<file path="config.mk">
export PLATFORM = sky130hd
export DESIGN_NAME = button_conditioner
export DESIGN_NICKNAME = d
export VERILOG_FILES = /design/src/rtl/button_conditioner_pkg.sv /design/src/rtl/button_conditioner_channel.sv /design/src/rtl/button_conditioner.sv
export SDC_FILE = /design/constraint.sdc
export NUM_CORES = 1
export LEC_CHECK = 0
export ABC_AREA = 1
export CELL_PAD_IN_SITES_DETAIL_PLACEMENT = 0
export CELL_PAD_IN_SITES_GLOBAL_PLACEMENT = 1
export CORE_UTILIZATION = 28
export CTS_BUF_LIST = sky130_fd_sc_hd__clkbuf_2 sky130_fd_sc_hd__clkbuf_4 sky130_fd_sc_hd__clkbuf_8
export CTS_CLUSTER_DIAMETER = 150
export DETAILED_ROUTE_END_ITERATION = 6
export DONT_BUFFER_PORTS = 1
export GPL_TIMING_DRIVEN = 0
export PLACE_DENSITY = 0.53
export SLEW_MARGIN = 20
export SYNTH_ARGS = -nofsm -noshare
export SYNTH_HDL_FRONTEND = slang
export SYNTH_SLANG_ARGS = --single-unit
export TNS_END_PERCENT = 100
</file>
<file path="constraint.sdc">
create_clock -name clk -period 1.7 [get_ports clk]
set_input_delay 0.255 -clock clk [delete_from_list [all_inputs] [get_ports clk]]
set_output_delay 0.255 -clock clk [all_outputs]
set_load 0.01 [all_outputs]
</file>
<file path="src/rtl/button_conditioner_pkg.sv">
// Shared types and defaults for the push-button conditioner.
// Channel FSM state encoding and default debounce/hold lengths.
package button_conditioner_pkg;

  typedef enum logic [1:0] {
    ST_IDLE    = 2'd0,
    ST_PWAIT   = 2'd1,
    ST_PRESSED = 2'd2,
    ST_RWAIT   = 2'd3
  } btnState_e;

  localparam int unsigned DB_DEFAULT   = 500000;
  localparam int unsigned HOLD_DEFAULT = 50000000;

endpackage

</file>
<file path="src/rtl/button_conditioner_channel.sv">
// One button: 2-flop sync, counter debounce, level/press/rel/tog/long.
// Ports: clk, rst_n (sync, active-low), keyN raw (0 = pressed), outputs.
module button_conditioner_channel
  import button_conditioner_pkg::*;
#(
  parameter int unsigned DB_CYCLES   = DB_DEFAULT,
  parameter int unsigned HOLD_CYCLES = HOLD_DEFAULT
) (
  input  logic clk,
  input  logic rst_n,
  input  logic keyN,
  output logic lvl,
  output logic press,
  output logic rel,
  output logic tog,
  output logic long
);

  localparam int CW = $clog2(DB_CYCLES + 1);
  localparam int HW = $clog2(HOLD_CYCLES + 1);
  localparam logic [CW-1:0] CNT_LAST = CW'(DB_CYCLES - 1);
  localparam logic [HW-1:0] HOLD_MAX = HW'(HOLD_CYCLES);

  logic          sync1;
  logic          sync2;
  btnState_e     state;
  btnState_e     stateNext;
  logic [CW-1:0] cnt;
  logic [CW-1:0] cntNext;
  logic [HW-1:0] hcnt;
  logic [HW-1:0] hcntNext;
  logic          lvlNext;
  logic          pressNext;
  logic          relNext;
  logic          togNext;
  logic          longNext;

  always_ff @(posedge clk) begin
    if (!rst_n) begin
      sync1 <= 1'b0;
      sync2 <= 1'b0;
      state <= ST_IDLE;
      cnt   <= '0;
      hcnt  <= '0;
      lvl   <= 1'b0;
      press <= 1'b0;
      rel   <= 1'b0;
      tog   <= 1'b0;
      long  <= 1'b0;
    end else begin
      sync1 <= ~keyN;
      sync2 <= sync1;
      state <= stateNext;
      cnt   <= cntNext;
      hcnt  <= hcntNext;
      lvl   <= lvlNext;
      press <= pressNext;
      rel   <= relNext;
      tog   <= togNext;
      long  <= longNext;
    end
  end

  always_comb begin
    stateNext = state;
    cntNext   = cnt;
    hcntNext  = hcnt;
    lvlNext   = lvl;
    togNext   = tog;
    pressNext = 1'b0;
    relNext   = 1'b0;
    longNext  = 1'b0;
    unique case (state)
      ST_IDLE: begin
        if (sync2) begin
          stateNext = ST_PWAIT;
          cntNext   = '0;
        end
      end
      ST_PWAIT: begin
        if (!sync2) begin
          stateNext = ST_IDLE;
          cntNext   = '0;
        end else if (cnt == CNT_LAST) begin
          stateNext = ST_PRESSED;
          cntNext   = '0;
          hcntNext  = '0;
          lvlNext   = 1'b1;
          pressNext = 1'b1;
          togNext   = ~tog;
        end else begin
          cntNext = cnt + 1'b1;
        end
      end
      ST_PRESSED: begin
        if (!sync2) begin
          stateNext = ST_RWAIT;
          cntNext   = '0;
        end else if (hcnt != HOLD_MAX) begin
          // hcnt counts held samples; it saturates so long fires once
          hcntNext = hcnt + 1'b1;
          longNext = (hcnt == HOLD_MAX - 1'b1);
        end
      end
      ST_RWAIT: begin
        if (sync2) begin
          // bounce back: hold time keeps accumulating
          stateNext = ST_PRESSED;
          cntNext   = '0;
          if (hcnt != HOLD_MAX) begin
            hcntNext = hcnt + 1'b1;
            longNext = (hcnt == HOLD_MAX - 1'b1);
          end
        end else if (cnt == CNT_LAST) begin
          stateNext = ST_IDLE;
          cntNext   = '0;
          hcntNext  = '0;
          lvlNext   = 1'b0;
          relNext   = 1'b1;
        end else begin
          cntNext = cnt + 1'b1;
        end
      end
      default: stateNext = ST_IDLE;
    endcase
  end

endmodule

</file>
<file path="src/rtl/button_conditioner.sv">
// Conditions N raw active-low push-buttons into clean level/pulse outputs.
// Ports: clk, rst_n (sync, active-low), key_n[N], lvl/press/rel/tog/long[N].
module button_conditioner
  import button_conditioner_pkg::*;
#(
  parameter int unsigned N           = 2,
  parameter int unsigned DB_CYCLES   = DB_DEFAULT,
  parameter int unsigned HOLD_CYCLES = HOLD_DEFAULT
) (
  input  logic         clk,
  input  logic         rst_n,
  input  logic [N-1:0] key_n,
  output logic [N-1:0] lvl,
  output logic [N-1:0] press,
  output logic [N-1:0] rel,
  output logic [N-1:0] tog,
  output logic [N-1:0] long
);

  for (genvar i = 0; i < N; i++) begin : gCh
    button_conditioner_channel #(
      .DB_CYCLES  (DB_CYCLES),
      .HOLD_CYCLES(HOLD_CYCLES)
    ) uCh (
      .clk  (clk),
      .rst_n(rst_n),
      .keyN (key_n[i]),
      .lvl  (lvl[i]),
      .press(press[i]),
      .rel  (rel[i]),
      .tog  (tog[i]),
      .long (long[i])
    );
  end

endmodule
</file>
# After elaboration in Yosys (flattened, before gate mapping)

Cells that the tools add are included.

Output and inout port bits: 10
Bits in registers: 108
Bits in read-only memories: 0
RAM bits: 0
Word-level logic and storage cells: 135
Latch bits: 0
Memories: 0

Multipliers: 0
Muxes and demuxes: 50
Bitwise operators: 7
Reduce and logical (&&, ||, !) cells: 24
$add $sub $neg: 4
Equal/unequal tests: 30
Shifts and indexed selects: 0
Magnitude comparators: 0
Div/mod/pow operators: 0

Operator list:

| operator                                            | number |
|---|---|
| 2-to-1 mux 26 bit                                   | 10 |
| 2-to-1 mux 19 bit                                   | 10 |
| one-hot mux 26 bit (3 select lines)                 | 2 |
| one-hot mux 19 bit (4 select lines)                 | 2 |
| adder 26 x 1 -> 26 bit, second input constant       | 2 |
| equality test 26 bit, second input constant         | 2 |
| != test 26 bit, second input constant               | 2 |
| adder 19 x 1 -> 19 bit, second input constant       | 2 |
| equality test 19 bit, second input constant         | 2 |
| 2-to-1 mux 2 bit                                    | 12 |
| != test 2 x 1 -> 1 bit, second input constant       | 10 |
| AND reduction 3 bit                                 | 6 |
| one-hot mux 2 bit (4 select lines)                  | 2 |
| AND reduction 4 bit                                 | 4 |
| 2-to-1 mux 1 bit                                    | 10 |
| AND reduction 5 bit                                 | 2 |
| equality test 2 bit, second input constant          | 4 |
| != test 2 bit, second input constant                | 4 |
| inverter 1 bit                                      | 7 |
| != test 3 x 1 -> 1 bit, second input constant       | 2 |
| != test 3 bit, second input constant                | 2 |
| nonzero test 3 bit                                  | 2 |
| OR reduction 3 bit                                  | 2 |
| equality test 2 x 1 -> 1 bit, second input constant | 2 |
| other kinds (5)                                     | 10 |

# Longest topological paths before layout

Gate-level depths: netlist of run 1.

Word-level depth: 4
Mapped depth: 13
Depth with buffers taken out: 13

# Hierarchy

Synthesis of run 1 repeated with hierarchy kept, for this count alone.

Cell total of the unflattened synthesis: 1,082
Area total of the unflattened synthesis: 6,578.8 µm²

Modules (own cells, without submodules):

| module                                  | times used | sequential area each (µm²) | cells an instance | area each (µm²) |
|---|---|---|---|---|
| button_conditioner_channel (gCh[1].uCh) | 1          | 1,081.0                    | 559               | 3,374.5 |
| button_conditioner_channel (gCh[0].uCh) | 1          | 1,081.0                    | 523               | 3,204.3 |

# Worst setup path after synthesis of run 1

No wires, ideal clock.

Kind: flip-flop to flip-flop
Start point: register gCh[1].uCh.cnt[0]
End point: register gCh[1].uCh.cnt[14]
Stages on the path, launching flop included: 12
Clock period less this slack: 1.613 ns
Path buffers: 1
Path slack: 0.087 ns
Arrival: 1.491 ns
Cell sequence: dfxtp_1 -> ha_1 -> nand2_2 -> nor2_4 -> inv_1 -> nor2_1 -> nand2_2 -> nand2_4 -> inv_2 -> buf_6 -> o21ai_0 -> a21oi_1

Longest elaborated chain between the ends: 4

Ends and longest elaborated chain:

| element                                                               | line                                                                | source |
|---|---|---|
| from (decl)                                                           | button_conditioner_channel.sv:28                                    | `logic [CW-1:0] cnt;` |
| from (signal assigned)                                                | button_conditioner_channel.sv:54                                    | `cnt <= cntNext;` |
| adder 19 x 1 -> 19 bit / equality test 19 bit (equally long branches) | --                                                                  |  |
| 2-to-1 mux 19 bit (*)                                                 | button_conditioner_channel.sv:84, button_conditioner_channel.sv:114 |  |
| 2-to-1 mux 19 bit (on tied branches)                                  | button_conditioner_channel.sv:106, button_conditioner_channel.sv:81 |  |
| one-hot mux 19 bit (4 select lines) (*)                               | button_conditioner_channel.sv:73                                    | `unique case (state)` |

Every way passes the cells marked *; elsewhere a longest branch is shown, timed or not.
A chain may end at the register's enable or synchronous reset.

# Worst setup path after layout of run 1

Start point: register gCh[0].uCh.cnt[0]
End point: register gCh[0].uCh.hcnt[23]

Longest elaborated chain between the ends: 4

Ends and longest elaborated chain:

| element                                 | line                                                                | source |
|---|---|---|
| from (decl)                             | button_conditioner_channel.sv:28                                    |  |
| from (signal assigned)                  | button_conditioner_channel.sv:54                                    |  |
| equality test 19 bit (*)                | button_conditioner_channel.sv:84, button_conditioner_channel.sv:114 |  |
| 2-to-1 mux 26 bit (*)                   | --                                                                  |  |
| 2-to-1 mux 26 bit (on tied branches)    | --                                                                  |  |
| one-hot mux 26 bit (3 select lines) (*) | --                                                                  |  |
| to (signal assigned)                    | button_conditioner_channel.sv:55                                    | `hcnt <= hcntNext;` |
| to (decl)                               | button_conditioner_channel.sv:30                                    | `logic [HW-1:0] hcnt;` |

Every way passes the cells marked *; elsewhere a longest branch is shown, timed or not. The select of a mux whose other input is x is not followed.

==> out/results.txt, run 1 <==
outcome -> complete, but fails checks
violated checks -> negative setup slack
worst-path maximum fanout -> 4
routability congestion estimate -> 0.783
Root Driver -> clkbuf_8
register-to-register path setup slack -> -90 ps
initial antenna violation count -> 0
VDD IR max -> 329 uV
FF-to-FF End -> gCh[0].uCh.hcnt[23]
drt wl/cell -> 15.7 um
commonest non-fill, non-tap cells in the layout -> nand2_1 (181), inv_1 (120), nor2_1 (99)
Worst-path clk slew -> 100 ps
Final #Nets -> 1053
Synth Area in Simple Gates -> 36.1%
largest family of logic cells by synthesized area -> simple AND/OR/NAND/NOR gates
Most common cell on crit path -> nand2_4
Detailed Route WL -> 20900 um
Slew Limit Fails -> 0
worst slack, placed -> -348 ps
leakage power -> 3.03 nW
Die Area -> 0.0234 mm^2
setup slack after layout -> -93.1 ps
Synth top area share -> 33.9%
row count -> 54
share of cells above drive strength 1 -> 27.5%
dominant delay contributor by cell family on the critical path -> simple AND/OR/NAND/NOR gates
RSZ-0062 raised after global routing -> yes
Netlist cell types -> 49
multiplexer share of the synthesized area -> 0%
final setup skew -> 17.2 ps
largest net degree at the start of global routing -> 18
commonest non-fill, non-tap cell in the layout -> nand2_1
post-synthesis cell area -> 0.00638 mm^2
multi-input combinational cell area -> 0.00403 mm^2
I/O Buffers -> 0
Crit Path Category -> flop to flop
hold_sp -> rst_n
max-cap violation count -> 0
H-tree lvl count -> 3
crit path DAT -> 2080 ps
power per cell area -> 594 mW/mm^2
Syn Area/Cell -> 6.49 um^2
ys flop type -> dfxtp_1
slowest CP cell -> dfxtp_2
DIE WIDTH -> 153 um
vias per inst -> 4.85
Storage cell area -> 0.00223 mm^2
antenna cells -> 0
ys async rst share -> 0%
Cells after Synth -> 983
Synth Area in XOR/XNOR -> 0.824%
first-pass GRT wire length -> 33300 um
relative slew slack -> 38.1%
post-synth top area cell -> dfxtp_1
TritonCTS Buffers -> 9
sequential share of the synthesized area -> 33.9%
Yosys warning count -> 0
clock tree from TritonCTS -> built
post-synthesis adder-cell area fraction -> 1.18%
Fmax -> 0.558 GHz
Mapped Nets -> 993
Antenna Nets Post-Route -> 0
Top Ports -> 14
Hold EP -> gCh[0].uCh.long
worst path cell trace -> ha_4 -> nand2_4 -> inv_4 -> nand2_8 -> nor3_4 -> nand2_4 -> nand2_4 -> nand2_8 -> buf_12 -> a21oi_4 -> nand2_1 -> nand2_1 -> nor2_1
Setup crit start kind -> flop
Hold WC Path Type -> input pin to flop
Post-synth EDFFs -> 0
R2R depth -> 13
Filler Cell Count -> 2426
Tcrit/Tclk final -> 105%
vias in the first global route -> 6105
worst skew pair latency -> 400 ps
actual slew at the worst max-slew pin -> 929 ps
setup_tns -> -533 ps
core area -> 0.0221 mm^2
Longest Clk Path Bufs -> 2
synth top area cells -> dfxtp_1 (34%), nand2_1 (12%), inv_1 (7.8%)
FF-to-FF Start -> gCh[0].uCh.cnt[0]
Critical Path Sink Type -> flop
CP max stage delay -> 370 ps
Die Y -> 153 um
CTS sink count -> 108
Crit path required time -> 1990 ps
final hold violation count -> 0
Final min period -> 1790 ps
compound-cell area share of the yosys netlist -> 16.5%
total power draw -> 4.79 mW
setup violators final -> 15
first drt pass iteration count -> 5
DRT iter0 DRCs -> 321
Seq cells post-synth -> 108
vias -> 6432
number of buffers and inverters on the critical path -> 2
WHS Path Cells -> 3
initial core utilization -> 28.9%
total track usage -> 18.1%
global route overflow -> 0
HPWL Detailed -> 14800 um
drt drc -> 0
area growth from synthesis to layout -> 26.4%
==> worst max-delay path by stage <==
stage                      startpoint             endpoint  depth (start not counted)
floorplan           gCh[1].uCh.cnt[0]   gCh[1].uCh.cnt[14]                         11
global placement                rst_n  gCh[1].uCh.hcnt[25]                          4
detailed placement              rst_n   gCh[0].uCh.cnt[13]                          4
CTS                 gCh[0].uCh.cnt[1]  gCh[0].uCh.hcnt[23]                         13
global route        gCh[0].uCh.cnt[1]  gCh[0].uCh.hcnt[23]                         13
finish              gCh[0].uCh.cnt[0]  gCh[0].uCh.hcnt[23]                         13
==> worst min-delay path: stages <==
cell and delay (ps):
inv_1 150, or2_2 140, nor4_1 40
==> synthesized netlist by cell type, types with 3 or more instances <==
master    number
nand2_1      208
inv_1        133
nor2_1       116
dfxtp_1      108
a21oi_1       80
nand3_1       62
o21ai_0       60
nor3_1        31
nand4_1       27
nand2_2       18
buf_4         13
nor2_2        11
clkbuf_1       9
a211oi_1       8
o21ai_1        8
inv_2          7
buf_2          6
ha_1           6
nor2_4         5
nor4_1         5
o211ai_2       5
xor2_1         5
a31oi_1        4
nand2_4        4
nand3_2        4
o211ai_1       4
a21oi_2        3
o21ai_2        3
or2_2          3
==> through the flow <==
step           area [um^2]  util, %  hold slack (ps)  cells
3_3_place_gp          6730     30.5              329   1263
5_1_grt               8060     36.5              266   1327
4_1_cts               7430     33.6              237   1310
2_1_floorplan         6380        -              327    983
6_report              8060     36.5              243   1327
3_5_place_dp          6730     30.5              333   1263
==> layout make-up <==
| class | count | area share [%] |
|---|---|---|
| Multi-Input combinational cell | 701 | 50.0 |
| Sequential cell | 108 | 27.6 |
| Inverter | 143 | 7.28 |
| Timing Repair Buffer | 48 | 5.77 |
| Tap cell | 280 | 4.35 |
| Buffer | 32 | 2.78 |
| Clock buffer | 10 | 1.71 |
| Clock inverter | 5 | 0.466 |
==> timing repair <==
item | 4_1_cts | 5_1_grt
endpoints found under the setup margin | 92 | 88
pin swaps | 18 | 42
hold endpoints to repair | 2 | 0
buffers inserted | 29 | 15
hold buffers | 2 | 0
cloned | 1 | 2
resized for setup | 78 | 147
==> metal layers <==
layer	vias up	global-route usage (%)	part of all wire [%]
li1	3340	-	-
met1	2988	24.1	49
met2	90	30.7	47
met3	14	3.32	2.9
met4	0	2.84	0.94
met5	-	0	0
==> cell families after synthesis <==
logic type | count (synthesis)
xor+xnor | 6
buf+inv | 175
simple gates | 503
compound gates | 185
fa+ha+maj | 6
flops | 108
==> power by group <==
group | internal, mW | leakage (nW) | total [mW] | switching, mW
clock | 0.573 | 0.0848 | 1.57 | 0.996
sequential | 2.54 | 0.892 | 2.58 | 0.0339
combinational | 0.188 | 2.05 | 0.641 | 0.453
==> state kept, by name, summed over array words and instances, names as in the netlist, named ones only <==
name           flops
gCh.uCh.cnt       38
gCh.uCh.hcnt      52
gCh.uCh.long       2
gCh.uCh.lvl        2
gCh.uCh.press      2
gCh.uCh.rel        2
gCh.uCh.state      2
gCh.uCh.sync1      2
gCh.uCh.sync2      2
gCh.uCh.tog        2
(Power assumes the default switching activity.)
==> run 2, diff against run 1 <==
--- a/config.mk
+++ b/config.mk
@@ -12,9 +12,8 @@
 export CTS_BUF_LIST = sky130_fd_sc_hd__clkbuf_2 sky130_fd_sc_hd__clkbuf_4 sky130_fd_sc_hd__clkbuf_8
 export CTS_CLUSTER_DIAMETER = 150
 export DETAILED_ROUTE_END_ITERATION = 6
-export DONT_BUFFER_PORTS = 1
-export GPL_TIMING_DRIVEN = 0
-export PLACE_DENSITY = 0.53
+export GPL_TIMING_DRIVEN = 1
+export PLACE_DENSITY = 0.54
 export SLEW_MARGIN = 20
 export SYNTH_ARGS = -nofsm -noshare
 export SYNTH_HDL_FRONTEND = slang
==> run 2 against run 1 <==
Effect of this change:
- the run still ends with negative setup slack left
- critical path depth did not move
- sequential cell count did not move
- clock power rose by 17%
- routed wire length fell by 7.2%
- clock skew fell by 7.7 ps
- largest power group unchanged
- combinational power fell by 0.6%
- first-iteration DRC count rose by 3.4%
- global-route usage fell by 1.4 points
==> out/results.txt, run 2 (same netlist as run 1, synthesis figures left out) <==
hold_buf cts -> 0
drt wl/cell -> 13.9 um
Fmax -> 0.587 GHz
setup violators final -> 1
Setup crit start kind -> flop
routability congestion estimate -> 0.816
setup slack after layout -> -3.96 ps
area growth from synthesis to layout -> 32.6%
share of cells above drive strength 1 -> 29.5%
drt drc -> 0
global route overflow -> 0
Longest Clk Path Bufs -> 2
Worst-path clk slew -> 110 ps
Top Ports -> 14
antenna cells -> 0
relative slew slack -> 70.4%
vias -> 6481
core area -> 0.0221 mm^2
actual slew at the worst max-slew pin -> 444 ps
Critical Path Sink Type -> flop
Crit path required time -> 1990 ps
final setup skew -> 9.42 ps
total track usage -> 16.7%
H-tree lvl count -> 3
DRT iter0 DRCs -> 332
TritonCTS Buffers -> 9
max-cap violation count -> 0
first drt pass iteration count -> 4
critical path capture point -> gCh[0].uCh.hcnt[2]
hold_sp -> rst_n
DIE WIDTH -> 153 um
total power draw -> 5.04 mW
commonest non-fill, non-tap cell in the layout -> nand2_1
crit path DAT -> 2000 ps
clock tree from TritonCTS -> built
initial core utilization -> 28.9%
final hold violation count -> 0
registers with the most flip-flops -> gCh.uCh.hcnt: 52 flops, gCh.uCh.cnt: 38 flops
Storage cell area -> 0.00219 mm^2
Antenna Nets Post-Route -> 0
HPWL Detailed -> 13900 um
row count -> 54
Fin Hold WS -> 261 ps
Tcrit/Tclk final -> 100%
Hold WC Path Type -> input pin to flop
I/O Buffers -> 13
worst skew pair latency -> 390 ps
power per cell area -> 596 mW/mm^2
CTS sink count -> 108
outcome -> complete, but fails checks
leakage power -> 3.35 nW
register-to-register path setup slack -> -4 ps
commonest non-fill, non-tap cells in the layout -> nand2_1 (187), inv_1 (125), buf_4 (116)
Crit Path Category -> flop to flop
max FFs per register -> 52
Filler Cell Count -> 2374
Root Driver -> clkbuf_8
vias in the first global route -> 6284
Die Area -> 0.0234 mm^2
Detailed Route WL -> 19400 um
multi-input combinational cell area -> 0.00393 mm^2
FF-to-FF Start -> gCh[0].uCh.cnt[1]
FF-to-FF End -> gCh[0].uCh.hcnt[2]
VDD IR max -> 347 uV
Most flops, register -> gCh.uCh.hcnt
Final min period -> 1700 ps
RSZ-0062 raised after global routing -> yes
crit path from -> gCh[0].uCh.cnt[1]
Die Y -> 153 um
violated checks -> negative setup slack
first-pass GRT wire length -> 31700 um
vias per inst -> 4.66
R2R depth -> 13
largest net degree at the start of global routing -> 57
Final #Nets -> 1115
Slew Limit Fails -> 0
initial antenna violation count -> 0
worst-path maximum fanout -> 7
run 2: cell count changes in the layout (fill, tap and decap cells not counted), moves of 6 or more:
cell,before,now
clkbuf_1,9,0
buf_4,44,116
dfxtp_1,71,90
dfxtp_2,30,14
clkdlybuf4s50_1,0,12
nand2_1,181,187
nand2_4,17,9
run 2: stage by stage:
step | setup TNS, ps | worst slack, ps | area, um^2 | cells | utilization, %
floorplan | 0 | 86.7 | 6380 | 983 | -
global placement | -316 | -48.6 | 7560 | 1361 | 34.2
detailed placement | -267 | -55.6 | 7560 | 1361 | 34.2
CTS | -4.21 | -4.21 | 7890 | 1381 | 35.7
global route | -2700 | -123 | 8460 | 1390 | 38.3
finish | -3.96 | -3.96 | 8460 | 1390 | 38.3
run 2: worst min path at each step:
| stage | to | cells after the start | slack (ps) |
|---|---|---|---|
| 6_report | gCh[0].uCh.long | 4 | 260 |
| 5_1_grt | gCh[0].uCh.long | 4 | 260 |
| 4_1_cts | gCh[0].uCh.long | 4 | 240 |
| 3_5_place_dp | gCh[0].uCh.tog | 2 | 450 |
| 3_3_place_gp | gCh[0].uCh.tog | 2 | 450 |
| 2_1_floorplan | gCh[0].uCh.sync1 | 1 | 330 |
run 2: cell type report:
class                      instances  share of cell area [%]
clock inverter                     7                    1.14
sequential                       108                    25.9
multi-input combinational        700                    46.4
tap                              280                    4.14
clock buffer                       9                    1.46
timing repair buffer             142                    14.0
inverter                         143                    6.79
timing repair inverter             1                   0.104
run 2: report_power, final:
| group | switching (mW) | total, mW | internal [mW] |
|---|---|---|---|
| combinational | 0.420 | 0.637 | 0.217 |
| sequential | 0.0236 | 2.57 | 2.55 |
| clock | 0.996 | 1.84 | 0.840 |
| total | 1.44 | 5.04 | 3.60 |
run 2: what timing repair did:
item	CTS	global route
buffers inserted	3	9
setup endpoints to repair	34	83
pin swaps	8	52
gates cloned	1	1
gates resized for setup	21	160
run 2: routing by layer:
| layer | routed length [um] | global-route usage [%] | vias up |
|---|---|---|---|
| met5 | 0 | 0 | - |
| met1 | 9770 | 22.4 | 2969 |
| met4 | 201 | 4.14 | 0 |
| li1 | - | - | 3446 |
| met3 | 330 | 2.44 | 15 |
| met2 | 9060 | 28.0 | 51 |
run 2: worst max-delay path, cell delays in order (launching register included):
cell,delay (ps)
dfxtp_2,370
ha_4,150
nand2_4,60
inv_4,60
nand2_4,60
nor3_4,200
nand2_2,120
nand2_4,100
nand2_8,110
clkinv_8,90
buf_12,120
nand2_2,40
nor2_1,80
nor2_1,40
